$ cat src/rtl/urv_dmem_wb_bridge.sv
// ---------------------------------------------------------------------------
// urv_dmem_wb_bridge
//   Data-memory responder for the uRV core. Each single-cycle load/store
//   request from the execute stage becomes one Wishbone pipelined-mode
//   transaction. Completion is reported to writeback as a one-cycle done
//   pulse (load or store), qualified by dm_bus_err_o on bus error or timeout.
//
// Parameters
//   g_timeout        cycles with wb_cyc_o high before abort (0 = no timeout)
//
// Ports
//   clk_i, rst_i     clock, synchronous active-high reset
//   dm_addr_i        byte address from execute
//   dm_data_s_i      store data (already lane-replicated)
//   dm_data_select_i byte-lane select
//   dm_load_i        load request pulse
//   dm_store_i       store request pulse (wins over a simultaneous load)
//   dm_data_l_o      load data, valid with dm_load_done_o
//   dm_load_done_o   load completion pulse
//   dm_store_done_o  store completion pulse
//   dm_bus_err_o     qualifies the done pulse: wb_err_i or timeout
//   dm_busy_o        transaction in flight
//   wb_*             Wishbone pipelined master port
// ---------------------------------------------------------------------------
module urv_dmem_wb_bridge #(
  parameter int unsigned g_timeout = 255
) (
  input  logic        clk_i,
  input  logic        rst_i,
  input  logic [31:0] dm_addr_i,
  input  logic [31:0] dm_data_s_i,
  input  logic [3:0]  dm_data_select_i,
  input  logic        dm_load_i,
  input  logic        dm_store_i,
  output logic [31:0] dm_data_l_o,
  output logic        dm_load_done_o,
  output logic        dm_store_done_o,
  output logic        dm_bus_err_o,
  output logic        dm_busy_o,
  output logic        wb_cyc_o,
  output logic        wb_stb_o,
  output logic        wb_we_o,
  output logic [31:0] wb_adr_o,
  output logic [3:0]  wb_sel_o,
  output logic [31:0] wb_dat_o,
  input  logic [31:0] wb_dat_i,
  input  logic        wb_ack_i,
  input  logic        wb_err_i,
  input  logic        wb_stall_i
);

  typedef enum logic [1:0] {
    ST_IDLE,
    ST_REQ,
    ST_WAIT_ACK
  } state_t;

  state_t      r_state, w_state_nxt;
  logic        r_cyc, w_cyc_nxt;
  logic        r_stb, w_stb_nxt;
  logic        r_we, w_we_nxt;
  logic [31:0] r_adr, w_adr_nxt;
  logic [3:0]  r_sel, w_sel_nxt;
  logic [31:0] r_dat, w_dat_nxt;
  logic [31:0] r_data_l, w_data_l_nxt;
  logic        r_load_done, w_load_done_nxt;
  logic        r_store_done, w_store_done_nxt;
  logic        r_err, w_err_nxt;
  logic [31:0] r_cnt, w_cnt_nxt;

  logic        w_tmo;
  logic        w_end;
  logic        w_fail;

  assign w_tmo = (g_timeout != 32'd0) && (r_cnt == g_timeout);

  always_comb begin
    w_state_nxt      = r_state;
    w_cyc_nxt        = r_cyc;
    w_stb_nxt        = r_stb;
    w_we_nxt         = r_we;
    w_adr_nxt        = r_adr;
    w_sel_nxt        = r_sel;
    w_dat_nxt        = r_dat;
    w_data_l_nxt     = r_data_l;
    w_load_done_nxt  = 1'b0;
    w_store_done_nxt = 1'b0;
    w_err_nxt        = 1'b0;
    w_cnt_nxt        = r_cnt;
    w_end            = 1'b0;
    w_fail           = 1'b0;

    case (r_state)
      ST_IDLE: begin
        if (dm_load_i || dm_store_i) begin
          w_we_nxt    = dm_store_i;
          w_adr_nxt   = dm_addr_i & 32'hFFFF_FFFC;
          w_sel_nxt   = dm_data_select_i;
          w_dat_nxt   = dm_data_s_i;
          w_cyc_nxt   = 1'b1;
          w_stb_nxt   = 1'b1;
          w_cnt_nxt   = '0;
          w_state_nxt = ST_REQ;
        end
      end
      ST_REQ: begin
        // Responses seen while the strobe is still pending are ignored.
        if (w_tmo) begin
          w_end  = 1'b1;
          w_fail = 1'b1;
        end else begin
          w_cnt_nxt = r_cnt + 32'd1;
          if (!wb_stall_i) begin
            w_stb_nxt   = 1'b0;
            w_state_nxt = ST_WAIT_ACK;
          end
        end
      end
      ST_WAIT_ACK: begin
        // err beats ack; either beats a coincident timeout.
        if (wb_err_i) begin
          w_end  = 1'b1;
          w_fail = 1'b1;
        end else if (wb_ack_i) begin
          w_end = 1'b1;
        end else if (w_tmo) begin
          w_end  = 1'b1;
          w_fail = 1'b1;
        end else begin
          w_cnt_nxt = r_cnt + 32'd1;
        end
      end
      default: w_state_nxt = ST_IDLE;
    endcase

    if (w_end) begin
      w_cyc_nxt        = 1'b0;
      w_stb_nxt        = 1'b0;
      w_state_nxt      = ST_IDLE;
      w_load_done_nxt  = !r_we;
      w_store_done_nxt = r_we;
      w_err_nxt        = w_fail;
      if (w_fail)
        w_data_l_nxt = '0;
      else if (!r_we)
        w_data_l_nxt = wb_dat_i;
    end
  end

  always_ff @(posedge clk_i) begin
    if (rst_i) begin
      r_state      <= ST_IDLE;
      r_cyc        <= 1'b0;
      r_stb        <= 1'b0;
      r_we         <= 1'b0;
      r_adr        <= '0;
      r_sel        <= '0;
      r_dat        <= '0;
      r_data_l     <= '0;
      r_load_done  <= 1'b0;
      r_store_done <= 1'b0;
      r_err        <= 1'b0;
      r_cnt        <= '0;
    end else begin
      r_state      <= w_state_nxt;
      r_cyc        <= w_cyc_nxt;
      r_stb        <= w_stb_nxt;
      r_we         <= w_we_nxt;
      r_adr        <= w_adr_nxt;
      r_sel        <= w_sel_nxt;
      r_dat        <= w_dat_nxt;
      r_data_l     <= w_data_l_nxt;
      r_load_done  <= w_load_done_nxt;
      r_store_done <= w_store_done_nxt;
      r_err        <= w_err_nxt;
      r_cnt        <= w_cnt_nxt;
    end
  end

  assign dm_data_l_o     = r_data_l;
  assign dm_load_done_o  = r_load_done;
  assign dm_store_done_o = r_store_done;
  assign dm_bus_err_o    = r_err;
  assign dm_busy_o       = (r_state != ST_IDLE);
  assign wb_cyc_o        = r_cyc;
  assign wb_stb_o        = r_stb;
  assign wb_we_o         = r_we;
  assign wb_adr_o        = r_adr;
  assign wb_sel_o        = r_sel;
  assign wb_dat_o        = r_dat;

endmodule
$ cat config.mk
export PLATFORM = sky130hd
export DESIGN_NAME = urv_dmem_wb_bridge
export DESIGN_NICKNAME = d
export VERILOG_FILES = /design/src/rtl/urv_dmem_wb_bridge.sv
export SDC_FILE = /design/constraint.sdc
export NUM_CORES = 1
export LEC_CHECK = 0
export BUFFER_PORTS_ARGS = -buffer_cell sky130_fd_sc_hd__buf_4
export CORE_UTILIZATION = 49
export CTS_CLUSTER_SIZE = 12
export DETAILED_ROUTE_END_ITERATION = 12
export GPL_ROUTABILITY_DRIVEN = 1
export HOLD_SLACK_MARGIN = 0.06
export PLACE_DENSITY_LB_ADDON = 0.05
export SLEW_MARGIN = 20
export SYNTH_ARGS = -nofsm -noshare
export SYNTH_HDL_FRONTEND = slang
export SYNTH_SLANG_ARGS = --single-unit
$ cat constraint.sdc
create_clock -name clk_i -period 2.65 [get_ports clk_i]
set_input_delay 0.1325 -clock clk_i [delete_from_list [all_inputs] [get_ports clk_i]]
set_output_delay 0.1325 -clock clk_i [all_outputs]
set_load 0.01 [all_outputs]
### Word-level counts from Yosys, hierarchy flattened

Cells that the tools add are included.

| word-level totals | value |
|---|---|
| register bits after elaboration | 138 |
| input bits | 107 |
| output and inout bits | 107 |

| cells by class | value |
|---|---|
| $add $sub $neg | 1 |
| eq/ne operators | 9 |
| mux-type cells | 22 |
| bitwise gates (word level) | 2 |
| reduce and logical (&&, ||, !) cells | 13 |

Operators with widths:

| cell | count |
|---|---|
| $mux 32 | 6 |
| $pmux 32 s3 | 1 |
| $add 32x1->32 const B | 1 |
| $eq 32x8->1 const B | 1 |
| $reduce_and 4->1 | 3 |
| $ne 2x2->1 const B | 5 |
| $mux 1 | 8 |
| $mux 2 | 3 |
| $pmux 1 s2 | 3 |
| $pmux 2 s3 | 1 |
| $reduce_and 2->1 | 2 |
| $reduce_bool 2->1 | 2 |
| $reduce_or 2->1 | 2 |
| $reduce_bool 3->1 | 1 |
| $eq 2x1->1 const B | 1 |
| $eq 2x2->1 const B | 1 |
| $logic_not 2->1 | 1 |
| $ne 2x1->1 const B | 1 |
| $not 1->1 | 2 |
| $logic_not 1->1 | 1 |
| $logic_or 1x1->1 | 1 |

### Logic depth before layout (Yosys ltp)

| depth | value |
|---|---|
| depth in word-level cells | 7 |
| mapped depth | 9 |
| mapped depth without buffers | 7 |

### Worst setup path before layout

No wires, ideal clock.

| path | value |
|---|---|
| path kind | register -> register |
| from | register r_state[0] |
| to | register r_cnt[31] |
| arrival time | 2,088 ps |
| data required time | 2,581 ps |
| slack | 493 ps |
| stages on the path, launching flop included | 10 |
| buffers on the path | 2 |
| path through | dfxtp_1 inv_1 ha_1 clkbuf_1 o21ai_1 and3_1 clkbuf_1 nand2b_1 or4_1 a21oi_2 |

| between the ends | value |
|---|---|
| word-level cells in the longest chain between the ends | 3 |

RTL lines:

| what | RTL line | source |
|---|---|---|
| start, declared | 58 | `state_t r_state, w_state_nxt;` |
| start signal, assigned | 165 | `r_state <= w_state_nxt;` |
| $eq 2x2->1, or another cell as far along | 93 | `case (r_state)` |
| $ne 2x2->1 (no line) or $reduce_bool 3->1 (tied branches) | n/a |  |
| $reduce_and 4->1 (no line) | n/a |  |
| end signal, assigned | 176 | `r_cnt <= w_cnt_nxt;` |
| end, declared | 69 | `logic [31:0] r_cnt, w_cnt_nxt;` |

Parallel ways exist; a longest one is shown, timed or not.
A chain may end at the register's enable or synchronous reset.

### Final worst setup path

| path | value |
|---|---|
| from | register r_state[0] |
| to | register r_cnt[22] |

The elaborated chain is that of the path after synthesis.

==> flow_summary.toml <==
[power_and_ir_drop]
total_power_mw = 6.160
powerDensity_mw_per_mm2 = 695.2
ir_worst_vdd_v = 0.0004629
cellLeakagePower_nw = 3.774
pwr-share-clk_pct = 38.3
seqPwrFrac_pct = 38.4
switching_share_pct = 29.06
p_comb_share_pct = 23.4
intPower_mw = 4.370
switchingPower_mw = 1.790

[synth]
synth_compound_area_share_pct = 18.46
syn_area_mm2 = 0.005525
synth_flop_cell = "dfxtp_1"
synth_top_cell_by_area = "dfxtp_1"
synthSimpleGateAreaFrac_pct = 23.57
ys_types = 53
ys_seq_area_share_pct = 50.00
avgSynthCellArea_um2 = 8.620
yosysTopAreaCellShare_pct = 50.00
netlist_instances = 641
synthAdderAreaFrac_pct = 1.359
synthXorXnorAreaFrac_pct = 1.427
synth_top_family_by_area = "simple AND/OR/NAND/NOR gates"
yosys_warnings = 0
synth-seq-cells = 138
synth_mux_area_share_pct = 0.9058
synth-edff-count = 0
synth_area_leaders = "dfxtp_1, nand2_1, a21oi_1"
synth-async-reset-ratio_pct = 0

[critical_path]
cp.required_ns = 3.00
path_cells = "inv_1, ha_1, or3b_1, nand4_1, or3_1, or4_1, a21oi_1"
slowest_stage = "or3_1"
critPathLaunch = "r_state[0]$_SDFFE_PP0P_"
slowest_delay_ns = 0.50
end_kind = "flop"
start_kind = "flop"
path_class = "flop to flop"
arrival_ns = 2.75
critPathTopFamily = "simple AND/OR/NAND/NOR gates"
crit_buf_inv = 1
crit_fanout = 5
reg2reg_from = "r_state[0]$_SDFFE_PP0P_"

[min_path]
min_from = "wb_ack_i"
hold_path_class = "primary input to flop"

[place]
place_ws_ns = 0.3060
dpl.hpwl_um = 10630
numPortBuffers = 209
place.gp.congestion = 0.8631
placed_area_mm2 = 0.007268

[drt]
dr_total_vias = 6076
via_per_inst = 5.529
ant_nets = 0
finalWirelength_um = 18810
drcViolationCount = 0
dr.pass1.iters = 6
first_iter_violations = 548
wire_per_inst_um = 17.12

[timing]
tns_ns = 0
finalWorstSetupSlack_ns = 0.2503
min_period_ns = 2.400
fmax_mhz = 416.7
drv_slew = 0
hold_violations = 0
holdWs_ns = 0.09543
finalCritPeriodShare_pct = 90.55
setup_viol = 0
rsz0062_at_grt = "no"
fin_skew_ns = 0.006521

[global_route]
antenna_found_initial = 0
grt_use_total_pct = 31.87
grt_max_degree = 42
grt_pass1_vias = 6067
gr-total-overflow = 0
grt_pass1_wl_um = 28900

[final_layout]
nFillCells = 640
drive_above_1_share_pct = 28.57
mostFrequentLayoutCells = "buf_4, nand2_1, dfxtp_1"
nNetsFinal = 1059
layout_commonest_cell = "buf_4"
final_area_mm2 = 0.008860
antenna_cells = 0
area_growth_syn_to_layout_pct = 60.35

[floorplan]
die_x_um = 108.2
start_util_pct = 50.53
coreArea_mm2 = 0.01094
die-area_mm2 = 0.01171
die_h_um = 108.2
io_pins = 214
core.rowCount = 38

[clock_tree]
clk_pin_slew_ns = 0.06
cts_sinks = 138
cts_made_buffers = 17
postCtsSetupRepairBufs = 0
clockRootBuffer = "clkbuf_16"
cts_resized = 0
cts_buffer_depth = 2
ctsHtreeMaxLevel = 4
clkLatencyLatePin_ns = 0.42
cts_tree = "done"
cts_hold_buf = 100

[flow_run]
drv_cap = 0

[outcome]
status = "finished clean"
Yosys cell counts, types with 2 or more instances:
master / count
or4_4: 2
nand4b_1: 3
and3_1: 5
a211oi_1: 2
and2_1: 2
o21ai_0: 4
buf_2: 6
a22o_1: 32
and4_1: 5
o311ai_1: 6
o31ai_1: 9
or2_2: 2
xor2_1: 2
nor4_1: 11
nand2b_1: 9
buf_4: 2
nand4_1: 14
nand2_1: 156
o21ai_1: 8
a21oi_1: 80
ha_1: 6
clkbuf_1: 27
inv_1: 12
xnor2_1: 7
mux2i_1: 5
or3_1: 5
or4_1: 9
nor2_1: 20
a21oi_2: 6
a221oi_1: 2
dfxtp_1: 138
nor3_1: 6
o41ai_1: 2
buf_1: 4
nand3_1: 14
cells by family after synthesis:
logic type,count (synthesis)
AOI/OAI and AO/OA,158
muxes,5
and+or+nand+nor,271
xor gates and xnor gates,9
DFF,138
buffers and inverters,53
adders and majority gates,6
other,1
power groups by stage:
stage	Clock [mW]	Sequential, mW	Combinational [mW]
2_1_floorplan	0	2.46	0.589
3_3_place_gp	0	2.38	1.24
3_5_place_dp	0	2.40	1.27
4_1_cts	2.37	2.35	1.40
5_1_grt	2.45	2.38	1.57
6_report	2.36	2.36	1.44
worst reg2reg max path: stages, from the launching register on:
cell     delay, ns
dfxtp_1       0.43
inv_1         0.09
ha_1          0.28
or3b_1        0.30
nand4_1       0.15
or3_1         0.50
or4_1         0.44
a21oi_1       0.15
cell type report:
class | instances | area [um^2] | share of cell area (%)
clock buffer | 22 | 474.2 | 5.352
clock inverter | 10 | 116.4 | 1.313
inverter | 12 | 45.04 | 0.5084
multi-input combinational | 451 | 2564 | 28.94
sequential | 138 | 2763 | 31.18
tap | 140 | 175.2 | 1.977
timing repair buffer | 326 | 2723 | 30.73
flip-flops by register name (all words and copies together) (netlist names):
name             count
dm_data_l_o         32
r_cnt               32
wb_dat_o            32
wb_adr_o            30
wb_sel_o             4
r_state              2
dm_bus_err_o         1
dm_load_done_o       1
dm_store_done_o      1
wb_cyc_o             1
wb_stb_o             1
wb_we_o              1
stage by stage:
stage,instances,util (%)
floorplan,642,-
global placement,967,66.46
detailed placement,967,66.46
CTS,1099,81.02
global route,1099,81.02
finish,1099,81.02
layer usage:
layer | GRT usage, % | wire, um | up-vias
li1 | - | - | 2872
met1 | 33.59 | 7145 | 2889
met2 | 57.01 | 9912 | 262
met3 | 8.137 | 1228 | 53
met4 | 18.88 | 528 | 0
met5 | 0 | 0 | -
final timing paths:
kind                               endpoint  slack [ns]  cells past startpoint
hold reg to reg   wb_adr_o[11]$_SDFFE_PP0P_        0.46                      2
hold / removal      dm_bus_err_o$_SDFF_PP0_         0.1                      4
setup reg to reg     r_cnt[22]$_SDFFE_PP0P_        0.25                      7
setup / recovery     r_cnt[22]$_SDFFE_PP0P_        0.25                      7
(Power assumes the default switching activity.)
